$ cat src/rtl/seq_tx_pkg.sv
// rtl/seq_tx_pkg.sv - shared state encoding and default width for the pattern transmitter
package seq_tx_pkg;

    localparam int SEQ_TX_WIDTH = 8;

    typedef enum logic [1:0] {
        IDLE  = 2'd0,
        SHIFT = 2'd1,
        DONE  = 2'd2
    } seq_tx_state_e;

endpackage

$ cat src/rtl/seq_tx_shiftreg.sv
// rtl/seq_tx_shiftreg.sv - MSB-first load/shift register with captured frame copy and bit down-counter
module seq_tx_shiftreg
    import seq_tx_pkg::*;
#(
    parameter  int WIDTH = SEQ_TX_WIDTH,
    localparam int LW    = $clog2(WIDTH + 1)
) (
    input  logic             clk,
    input  logic             reset,
    input  logic             load,
    input  logic             reload,
    input  logic             shift,
    input  logic [WIDTH-1:0] pattern,
    input  logic [LW-1:0]    len,
    output logic             next_msb,
    output logic [LW-1:0]    cnt
);

    localparam logic [LW-1:0] WIDTH_L = LW'(WIDTH);

    logic [WIDTH-1:0] data_q, data_d;
    logic [WIDTH-1:0] pat_q,  pat_d;
    logic [LW-1:0]    len_q,  len_d;
    logic [LW-1:0]    cnt_q,  cnt_d;

    // Left-align the frame so bit len-1 sits at the MSB; the MSB is always the bit on the wire.
    always_comb begin
        data_d = data_q;
        pat_d  = pat_q;
        len_d  = len_q;
        cnt_d  = cnt_q;
        if (load) begin
            pat_d  = pattern;
            len_d  = len;
            data_d = pattern << (WIDTH_L - len);
            cnt_d  = len;
        end else if (reload) begin
            data_d = pat_q << (WIDTH_L - len_q);
            cnt_d  = len_q;
        end else if (shift) begin
            data_d = data_q << 1;
            cnt_d  = cnt_q - LW'(1);
        end
    end

    // Register storage; the captured copy lets a repeated frame restart after shifting.
    always_ff @(posedge clk) begin
        if (reset) begin
            data_q <= '0;
            pat_q  <= '0;
            len_q  <= '0;
            cnt_q  <= '0;
        end else begin
            data_q <= data_d;
            pat_q  <= pat_d;
            len_q  <= len_d;
            cnt_q  <= cnt_d;
        end
    end

    assign next_msb = data_d[WIDTH-1];
    assign cnt      = cnt_q;

endmodule

$ cat src/rtl/seq_pattern_tx.sv
// rtl/seq_pattern_tx.sv - serial pattern transmitter, IDLE/SHIFT/DONE frame control
// Optional: SEQ_TX_REPEAT_EN adds input repeat_i (repeat is a reserved word) for gapless frame restart.
module seq_pattern_tx
    import seq_tx_pkg::*;
#(
    parameter  int WIDTH = SEQ_TX_WIDTH,
    localparam int LW    = $clog2(WIDTH + 1)
) (
    input  logic             clk,
    input  logic             reset,
    input  logic             start,
    input  logic [WIDTH-1:0] pattern,
    input  logic [LW-1:0]    len,
`ifdef SEQ_TX_REPEAT_EN
    input  logic             repeat_i,
`endif
    output logic             ready,
    output logic             x,
    output logic             x_valid,
    output logic             done
);

    localparam logic [LW-1:0] WIDTH_L = LW'(WIDTH);

    seq_tx_state_e state_q, state_d;

    logic [LW-1:0] len_c;
    logic [LW-1:0] sr_cnt;
    logic          sr_next_msb;
    logic          rpt;
    logic          last_bit;
    logic          load;
    logic          restart;
    logic          shift;

    logic ready_q,   ready_d;
    logic x_q,       x_d;
    logic x_valid_q, x_valid_d;
    logic done_q,    done_d;

`ifdef SEQ_TX_REPEAT_EN
    assign rpt = repeat_i;
`else
    assign rpt = 1'b0;
`endif

    // Clamp the requested length and derive the shift-register controls from the current state.
    always_comb begin
        len_c    = (len > WIDTH_L) ? WIDTH_L : len;
        last_bit = (sr_cnt == LW'(1));
        load     = (state_q == IDLE)  && start && (len_c != '0);
        restart  = (state_q == SHIFT) && last_bit && rpt;
        shift    = (state_q == SHIFT) && !last_bit;
    end

    seq_tx_shiftreg #(
        .WIDTH (WIDTH)
    ) u_shiftreg (
        .clk      (clk),
        .reset    (reset),
        .load     (load),
        .reload   (restart),
        .shift    (shift),
        .pattern  (pattern),
        .len      (len_c),
        .next_msb (sr_next_msb),
        .cnt      (sr_cnt)
    );

    // State register; reset wins over any start sampled at the same edge.
    always_ff @(posedge clk) begin
        if (reset) begin
            state_q <= IDLE;
        end else begin
            state_q <= state_d;
        end
    end

    // Next-state logic; start outside IDLE is simply not looked at.
    always_comb begin
        state_d = state_q;
        case (state_q)
            IDLE: begin
                if (start) begin
                    state_d = (len_c != '0) ? SHIFT : DONE;
                end
            end
            SHIFT: begin
                if (last_bit && !rpt) begin
                    state_d = DONE;
                end
            end
            DONE:    state_d = IDLE;
            default: state_d = IDLE;
        endcase
    end

    // Output decode from the upcoming state so every output leaves a flop.
    always_comb begin
        ready_d   = (state_d == IDLE);
        x_valid_d = (state_d == SHIFT);
        x_d       = (state_d == SHIFT) ? sr_next_msb : 1'b0;
        done_d    = (state_d == DONE) || restart;
    end

    // Output registers.
    always_ff @(posedge clk) begin
        if (reset) begin
            ready_q   <= 1'b1;
            x_q       <= 1'b0;
            x_valid_q <= 1'b0;
            done_q    <= 1'b0;
        end else begin
            ready_q   <= ready_d;
            x_q       <= x_d;
            x_valid_q <= x_valid_d;
            done_q    <= done_d;
        end
    end

    assign ready   = ready_q;
    assign x       = x_q;
    assign x_valid = x_valid_q;
    assign done    = done_q;

endmodule

$ cat config.mk
export PLATFORM = sky130hd
export DESIGN_NAME = seq_pattern_tx
export DESIGN_NICKNAME = d
export VERILOG_FILES = /design/src/rtl/seq_tx_pkg.sv /design/src/rtl/seq_tx_shiftreg.sv /design/src/rtl/seq_pattern_tx.sv
export SDC_FILE = /design/constraint.sdc
export NUM_CORES = 1
export LEC_CHECK = 0
export ABC_AREA = 0
export CAP_MARGIN = 20
export CORE_ASPECT_RATIO = 2
export CORE_MARGIN = 2
export CORE_UTILIZATION = 55
export CTS_BUF_LIST = sky130_fd_sc_hd__clkbuf_8
export DETAILED_ROUTE_END_ITERATION = 7
export GPL_TIMING_DRIVEN = 0
export PLACE_DENSITY = 0.77
export SLEW_MARGIN = 40
export SYNTH_ARGS = -nofsm -noshare
export SYNTH_HDL_FRONTEND = slang
export SYNTH_HIERARCHICAL = 1
export SYNTH_SLANG_ARGS = --single-unit
$ cat constraint.sdc
create_clock -name clk -period 4.1 [get_ports clk]
set_input_delay 0.82 -clock clk [delete_from_list [all_inputs] [get_ports clk]]
set_output_delay 0.82 -clock clk [all_outputs]
set_load 0.01 [all_outputs]
# Word level (Yosys, flattened, before mapping)
# Index checks and enable logic that the tools add are counted.
[classes]
n_eq_ne = 4
order_cmp = 1
muxes = 9
n_shift = 1
n_reduce_logical = 9
add_sub_neg = 2
bitwise_logic = 1
[op_table]
columns = ["op", "count"]
rows = [
  ["2-to-1 mux 8 bit", 2],
  ["2-to-1 mux 4 bit", 3],
  ["left shift 8 x 4 -> 8 bit", 1],
  ["2-to-1 mux 2 bit", 3],
  ["equality test 2 x 1 -> 1 bit, second input constant", 2],
  ["equality test 4 x 1 -> 1 bit, second input constant", 1],
  ["greater-than comparator 4 bit, second input constant", 1],
  ["logical NOT 2 bit", 2],
  ["case mux 2 bit (2 select lines)", 1],
  ["nonzero test 4 bit", 1],
  ["subtractor 4 x 1 -> 4 bit, second input constant", 1],
  ["subtractor 4 bit, first input constant", 1],
  ["logical AND 1 bit", 3],
  ["equality test 2 bit, second input constant", 1],
  ["nonzero test 2 bit", 1],
  ["OR reduction 2 bit", 1],
  ["logical NOT 1 bit", 1],
  ["NOT 1 bit", 1],
]
[totals]
input_bits = 15
regBits = 18
wordCells = 35

# Longest topological paths before layout
# Gate-level depths: netlist (run 1).
[logic_depth]
word_depth = 9
mapped_depth = 10

# By module
# Netlist (run 1), hierarchy kept.
[by_module_without_submodules]
columns = ["module", "area_per_inst_um2", "seq_area_each_um2", "cells_each", "instances"]
rows = [
  ["seq_tx_shiftreg", 1684.1, 480.5, 186, 1],
  ["seq_pattern_tx", 249.0, 120.1, 28, 1],
]

# Worst setup path after synthesis (run 1)
# Ideal clock, no wire load.
[synth_path]
path_kind = "input port to flip-flop"
startpoint = "input len[0]"
endpoint = "register x_q (netlist: x)"
slack_ps = 1001
arrival_ps = 2984
n_path_buf = 2
path_stages = 10
required_time_ps = 3985
cell_sequence = "nor2b_1 > buf_2 > inv_1 > ha_1 > buf_2 > mux2_2 > mux4_2 > nand2_1 > nand3_1 > nor3b_2"
[synth_via]
word_cells_on_any_way = 13
[synth_rtl]
columns = ["item", "line", "source"]
rows = [
  ["start, declared", "seq_pattern_tx.sv:13", "input logic [LW-1:0] len,"],
  ["greater-than comparator 4 bit", "seq_pattern_tx.sv:49", "len_c = (len > WIDTH_L) ? WIDTH_L : len;"],
  ["2-to-1 mux 4 bit (*)", "seq_pattern_tx.sv:49", ""],
  ["subtractor 4 bit or nonzero test 4 bit (tied branches)", "seq_tx_shiftreg.sv:35, seq_pattern_tx.sv:51", ""],
  ["left shift 8 x 4 -> 8 bit or logical AND 1 bit (tied branches)", "seq_tx_shiftreg.sv:35, seq_pattern_tx.sv:51", ""],
  ["2-to-1 mux 8 bit (*)", "seq_tx_shiftreg.sv:32", "if (load) begin"],
  ["via sr_next_msb", "seq_pattern_tx.sv:29", "logic sr_next_msb;"],
  ["end signal, assigned", "seq_pattern_tx.sv:110", "x_q <= 1'b0;"],
  ["end signal, assigned", "seq_pattern_tx.sv:115", "x_q <= x_d;"],
  ["end, declared", "seq_pattern_tx.sv:37", "logic x_q, x_d;"],
]
# Mark *: on every way through the listed nets, which the timed path passes. The rest lies on a longest branch.
# A chain may end at the register's enable or synchronous reset.

# Worst setup path after layout (run 1)
[layout_path]
startpoint = "input len[3]"
endpoint = "register x_q (netlist: x)"
[layout_via]
word_cells_on_any_way = 13
[layout_rtl]
columns = ["item", "line", "source"]
rows = [
  ["greater-than comparator 4 bit (*)", "seq_pattern_tx.sv:49", ""],
  ["2-to-1 mux 4 bit (*)", "seq_pattern_tx.sv:49", ""],
  ["via len_c[0]", "seq_pattern_tx.sv:27", "logic [LW-1:0] len_c;"],
  ["subtractor 4 bit or nonzero test 4 bit (tied branches)", "seq_tx_shiftreg.sv:35, seq_pattern_tx.sv:51", ""],
  ["left shift 8 x 4 -> 8 bit or logical AND 1 bit (tied branches)", "seq_tx_shiftreg.sv:35, seq_pattern_tx.sv:51", ""],
  ["2-to-1 mux 8 bit (*)", "seq_tx_shiftreg.sv:32", ""],
  ["via sr_next_msb", "seq_pattern_tx.sv:29", ""],
]
# Marked as above.

==> results.yml, run 1 <==
status:
  status: "complete, no violations"
synth:
  synthArstFlopShare_pct: 0
  syn_inst: 214
  synth_flop_cell: "dfxtp_1"
  synthesis.area_sq_um: 1933
  synth_edf_count: 0
  ys_types: 49
  yosys_warnings: 6
  synth_nets: 232
  ys_seq_elements: 30
  synth_seq_area_share_pct: 31.07
  synth.avg_cell_area_sq_um: 9.033
cts:
  cts_setup_buffers: 0
  cts_hold_buf: 0
  clk_pin_slew_ns: 0.06
  clk_path_buf_depth: 2
  clkLatencyLatePin_ns: 0.27
  cts_tree: "done"
  cts.sinks: 30
  cts_resized: 0
  cts_root_buf: "clkbuf_8"
  numCtsBuffers: 5
  htree_levels: 2
critical_path:
  cpMaxStageDelayCell: "clkdlybuf4s50_1"
  cp-start-kind: "input port"
  slowest_delay_ns: 0.47
  worstPathCellList: "clkdlybuf4s50_1 -> nor2b_1 -> buf_2 -> inv_1 -> ha_1 -> buf_2 -> mux2_2 -> mux4_2 -> nand2_1 -> nand3_1 -> nor3b_2"
  cp_num_buf_inv: 4
  crit_path_end_kind: "flop"
  rrSetupSlack_ns: 1.68
  required_ns: 4.24
  cp.arrival_ns: 3.82
  crit_type: "input port to flop"
  crit_path_frequent_cell: "buf_2"
  r2r-start: "state_q[1]"
  reg2reg_to: "u_shiftreg/data_q[2]"
  critPathMaxFanout: 10
  cp_top_family: "buffers and inverters"
  reg2reg_depth: 6
timing:
  clock_skew_ns: 0.006794
  drv_slew: 0
  maxSlewHeadroom_pct: 54.43
  finalSetupTns_ns: 0
  tightestPinTransition_ns: 0.6821
  fmax_mhz: 271.6
  fin_crit_sh_pct: 89.80
  finalSetupViolCount: 0
  rsz0062_at_grt: "no"
  hold_violations: 0
  period_minus_slack_ns: 3.682
route:
  vias_per_cell: 6.313
  drt_iter0_markers: 89
  postRouteAntennaNets: 0
  via_count: 1717
  post_drt_wl_per_cell_microns: 17.43
  drc_errors: 0
  drt_first_pass_iters: 4
  drt_wl_total_mm: 4.740
layout:
  layout.cells.non_filler: 272
  syn_to_final_growth_pct: 17.09
  mostFrequentLayoutCells: "dfxtp_1 (30), nor2_1 (23), mux2i_1 (19)"
  drive_gt1_share_pct: 14.58
  nets: 257
  diodes: 0
  final_common_cell: "dfxtp_1"
global_route:
  antenna_found_initial: 0
  grt_use_total_pct: 26.09
  grt_pass1_vias: 1690
  grt_overflow: 0
  grt_first_pass_wirelength_mm: 7.679
  grt_max_degree: 13
floorplan:
  initial_core_util_pct: 57.22
  dieHeight_microns: 87.84
  dieArea_sq_um: 4034
  core.rowCount: 30
  core_sq_um: 3378
  die_w_microns: 45.92
  ios: 19
place:
  place_hpwl_mm: 3.589
  placement.io_buffers: 18
  gp_congestion: 0.9426
  dp.cells: 264
hold_path:
  whs_endpoint: "u_shiftreg/cnt[3]"
  hold_path.class: "flop to flop"
  hold_depth: 2
  hp-start: "u_shiftreg/cnt[3]"
pwr:
  ir_drop_mv: 0.3712
  static-leakage-power_nw: 0.8296
  power_density_nw_per_um2: 359.2
job:
  cap_violations: 0
[worst min-delay path: cells and delay by family (launching register included)]
kind | cells | cell delay [ns]
flops | 1 | 0.32
buf+inv | 1 | 0.05
compound gates | 1 | 0.05
[sequential cells by signal, indices dropped and copies added, names as in the netlist]
name / flops
u_shiftreg/data_q: 8
u_shiftreg/pat_q: 8
u_shiftreg/cnt: 4
u_shiftreg/len_q: 4
state_q: 2
done: 1
ready: 1
x: 1
x_valid: 1
[metal layers]
metal,track usage (%),vias up,share of wire [%]
met1,25.16,804,35
met4,16.62,0,6.2
li1,-,830,-
met5,0,-,0
met3,4.948,25,4.0
met2,46.84,58,55
[power breakdown]
part / internal [mW] / switching (mW) / total [mW] / leakage [nW]
combinational: 0.101 / 0.109 / 0.209 / 0.526
clock: 0.169 / 0.106 / 0.275 / 0.0575
sequential: 0.313 / 0.0156 / 0.329 / 0.246
total: 0.583 / 0.230 / 0.813 / 0.830
[through the flow]
stage          hold slack (ns)  area (sq um)  utilization (%)  setup slack, ns  total power, mW
2_1_floorplan           0.4454          1933                -            1.001           0.4814
3_3_place_gp            0.4658          2153            63.74           0.1876           0.5353
3_5_place_dp            0.4668          2153            63.74           0.1683           0.5385
4_1_cts                 0.4759          2263            67.00           0.4418           0.8150
5_1_grt                 0.5099          2263            67.00           0.2741           0.8549
6_report                0.4740          2263            67.00           0.4180           0.8130
[cell families (layout without fill, tap and decap cells)]
| group | Yosys count | in the layout | share of synthesized area [%] |
|---|---|---|---|
| muxes | 37 | 37 | 24.40 |
| AOI/OAI and AO/OA | 39 | 39 | 13.59 |
| DFF | 30 | 30 | 31.07 |
| buffers and inverters | 22 | 48 | 5.048 |
| and+or+nand+nor | 79 | 79 | 22.01 |
| adders and majority gates | 3 | 3 | 1.942 |
| xor gates and xnor gates | 3 | 3 | 1.748 |
| other | 1 | 1 | 0.1940 |
[area by class of cell]
class                           instances  area [sq um]
Inverter                               10         37.54
Timing Repair Buffer                   18         180.2
Multi-Input combinational cell        162          1235
Fill cell                             286          1115
Tap cell                               32         40.04
Sequential cell                        30         600.6
Buffer                                 12         60.06
Clock buffer                            8         110.1
[how the worst max path moves through the flow]
stage                      start  slack, ns  to  cells after the start
after global placement    len[3]       0.19   x                     11
after CTS                 len[3]       0.44   x                     11
after floorplan           len[0]       1.00   x                     10
final                     len[3]       0.42   x                     11
after global routing      len[0]       0.27   x                     11
after detailed placement  len[3]       0.17   x                     11
[synth_stat cells, types with 3 or more instances]
| master | instances | area [sq um] |
|---|---|---|
| dfxtp_1 | 30 | 600.6 |
| nor2_1 | 23 | 86.33 |
| mux2i_1 | 19 | 190.2 |
| nand2_1 | 15 | 56.30 |
| mux2_2 | 11 | 123.9 |
| a21oi_1 | 9 | 45.04 |
| inv_1 | 9 | 33.78 |
| o21ai_0 | 8 | 40.04 |
| clkbuf_1 | 7 | 26.28 |
| mux4_2 | 7 | 157.7 |
| nand2b_1 | 7 | 43.79 |
| nand3_1 | 6 | 30.03 |
| nor2b_1 | 6 | 37.54 |
| nor3_1 | 5 | 25.02 |
| a211oi_1 | 3 | 22.52 |
| a311oi_1 | 3 | 26.28 |
| a31oi_1 | 3 | 18.77 |
| buf_2 | 3 | 15.01 |
| ha_1 | 3 | 37.54 |
| nor3b_1 | 3 | 22.52 |
| o31ai_1 | 3 | 22.52 |
No activity file was read; power rests on OpenSTA's default activity.
==> inputs of run 2 (changes only) <==
--- a/config.mk
+++ b/config.mk
@@ -5,12 +5,9 @@
 export SDC_FILE = /design/constraint.sdc
 export NUM_CORES = 1
 export LEC_CHECK = 0
-export ABC_AREA = 0
 export CAP_MARGIN = 20
 export CORE_ASPECT_RATIO = 2
-export CORE_MARGIN = 2
 export CORE_UTILIZATION = 55
-export CTS_BUF_LIST = sky130_fd_sc_hd__clkbuf_8
 export DETAILED_ROUTE_END_ITERATION = 7
 export GPL_TIMING_DRIVEN = 0
 export PLACE_DENSITY = 0.77
==> results.yml, run 2 (synthesis gave the netlist of run 1 again) <==
global_route:
  grt_pass1_vias: 1753
  grt_first_pass_wirelength_mm: 7.955
  grt_overflow: 0
  antenna_found_initial: 0
  grt_use_total_pct: 28.34
  grt_max_degree: 13
hold_path:
  hp-start: "u_shiftreg/cnt[3]"
  hold_path.class: "flop to flop"
cts:
  cts_root_buf: "clkbuf_8"
  cts_tree: "done"
  htree_levels: 2
  cts.sinks: 30
  cts_hold_buf: 0
  clkLatencyLatePin_ns: 0.28
  cts_setup_buffers: 0
  cts_resized: 0
  numCtsBuffers: 5
  clk_path_buf_depth: 2
  clk_pin_slew_ns: 0.06
place:
  place_hpwl_mm: 3.609
  placement.io_buffers: 18
  place_area_sq_um: 2153
  gp_congestion: 0.9371
floorplan:
  dieArea_sq_um: 3770
  die_w_microns: 43.92
  core.rowCount: 30
  core_sq_um: 3378
  dieHeight_microns: 85.84
  ios: 19
  initial_core_util_pct: 57.22
timing:
  clock_skew_ns: 0.004892
  finalSetupTns_ns: 0
  finalSetupViolCount: 0
  maxSlewHeadroom_pct: 53.73
  drv_slew: 0
  whs_ns: 0.4739
  fin_crit_sh_pct: 89.38
  rsz0062_at_grt: "no"
  fmax_mhz: 272.9
  hold_violations: 0
  period_minus_slack_ns: 3.665
  tightestPinTransition_ns: 0.6926
route:
  drt_iter0_markers: 42
  postRouteAntennaNets: 0
  vias_per_cell: 6.364
  post_drt_wl_per_cell_microns: 16.95
  via_count: 1731
  drc_errors: 0
  drt_wl_total_mm: 4.611
  drt_first_pass_iters: 6
critical_path:
  critPathMaxFanout: 10
  crit_type: "input port to flop"
  r2r-start: "state_q[1]"
  required_ns: 4.25
  crit_start: "len[3]"
  crit_path_end_kind: "flop"
  cp-start-kind: "input port"
  cp.arrival_ns: 3.81
layout:
  drive_gt1_share_pct: 14.17
  diodes: 0
  postLayoutCellArea_sq_um: 2245
  reg_top3: "u_shiftreg/data_q x8, u_shiftreg/pat_q x8"
  final_common_cell: "dfxtp_1"
  fillers: 309
  final_core_util_pct: 66.44
  mostFrequentLayoutCells: "dfxtp_1 (30), nor2_1 (23), mux2i_1 (19)"
  syn_to_final_growth_pct: 16.12
  nets: 257
status:
  status: "complete, no violations"
pwr:
  power_density_nw_per_um2: 345.9
  static-leakage-power_nw: 0.8203
  ir_drop_mv: 0.3044
job:
  cap_violations: 0
-- run 2: changes by cell type in the layout (fill, tap and decap cells not counted), sizes merged --
cell | previous run | this run
clkbuf | 15 | 14
clkinv | 1 | 2
-- run 2: layout make-up --
class                      count  area [sq um]  area share (%)
timing repair buffer          18         180.2           8.027
clock inverter                 1         5.005          0.2230
multi-input combinational    162          1235           55.02
clock buffer                   7         86.33           3.846
tap                           32         40.04           1.784
sequential                    30         600.6           26.76
buffer                        12         60.06           2.676
inverter                      10         37.54           1.672
-- run 2: worst paths after layout --
check                            to  slack (ns)  depth (start not counted)
hold / removal    u_shiftreg/cnt[3]        0.47                          2
hold reg to reg   u_shiftreg/cnt[3]        0.47                          2
setup reg to reg  u_shiftreg/cnt[1]        1.71                          7
setup / recovery                  x        0.44                         11
-- run 2: metal layers --
metal	GRT usage, %	up-vias	wire, microns
met4	21.76	0	308
met3	5.474	28	192
met2	49.39	59	2493
li1	-	838	-
met1	27.79	806	1617
met5	0	-	0
-- run 2: per-stage QoR --
stage | worst slack [ns] | total power [mW] | instances
finish | 0.4352 | 0.7765 | 272
global route | 0.2387 | 0.8239 | 272
CTS | 0.4237 | 0.7806 | 272
detailed placement | 0.1398 | 0.5391 | 264
global placement | 0.1923 | 0.5351 | 264
floorplan | 1.001 | 0.4814 | 214
-- run 2: critical path: stages --
cell and delay (ns):
clkdlybuf4s50_1 0.48, nor2b_1 0.38, buf_2 0.30, inv_1 0.12, ha_1 0.31, buf_2 0.23, mux2_2 0.37, mux4_2 0.46
nand2_1 0.10, nand3_1 0.08, nor3b_2 0.15
-- run 2: where the power goes --
group / total, mW / internal (mW) / switching (mW) / leakage, nW
Sequential: 0.328 / 0.313 / 0.0151 / 0.246
Clock: 0.241 / 0.135 / 0.106 / 0.0482
Combinational: 0.208 / 0.101 / 0.107 / 0.526
Total: 0.777 / 0.549 / 0.227 / 0.820
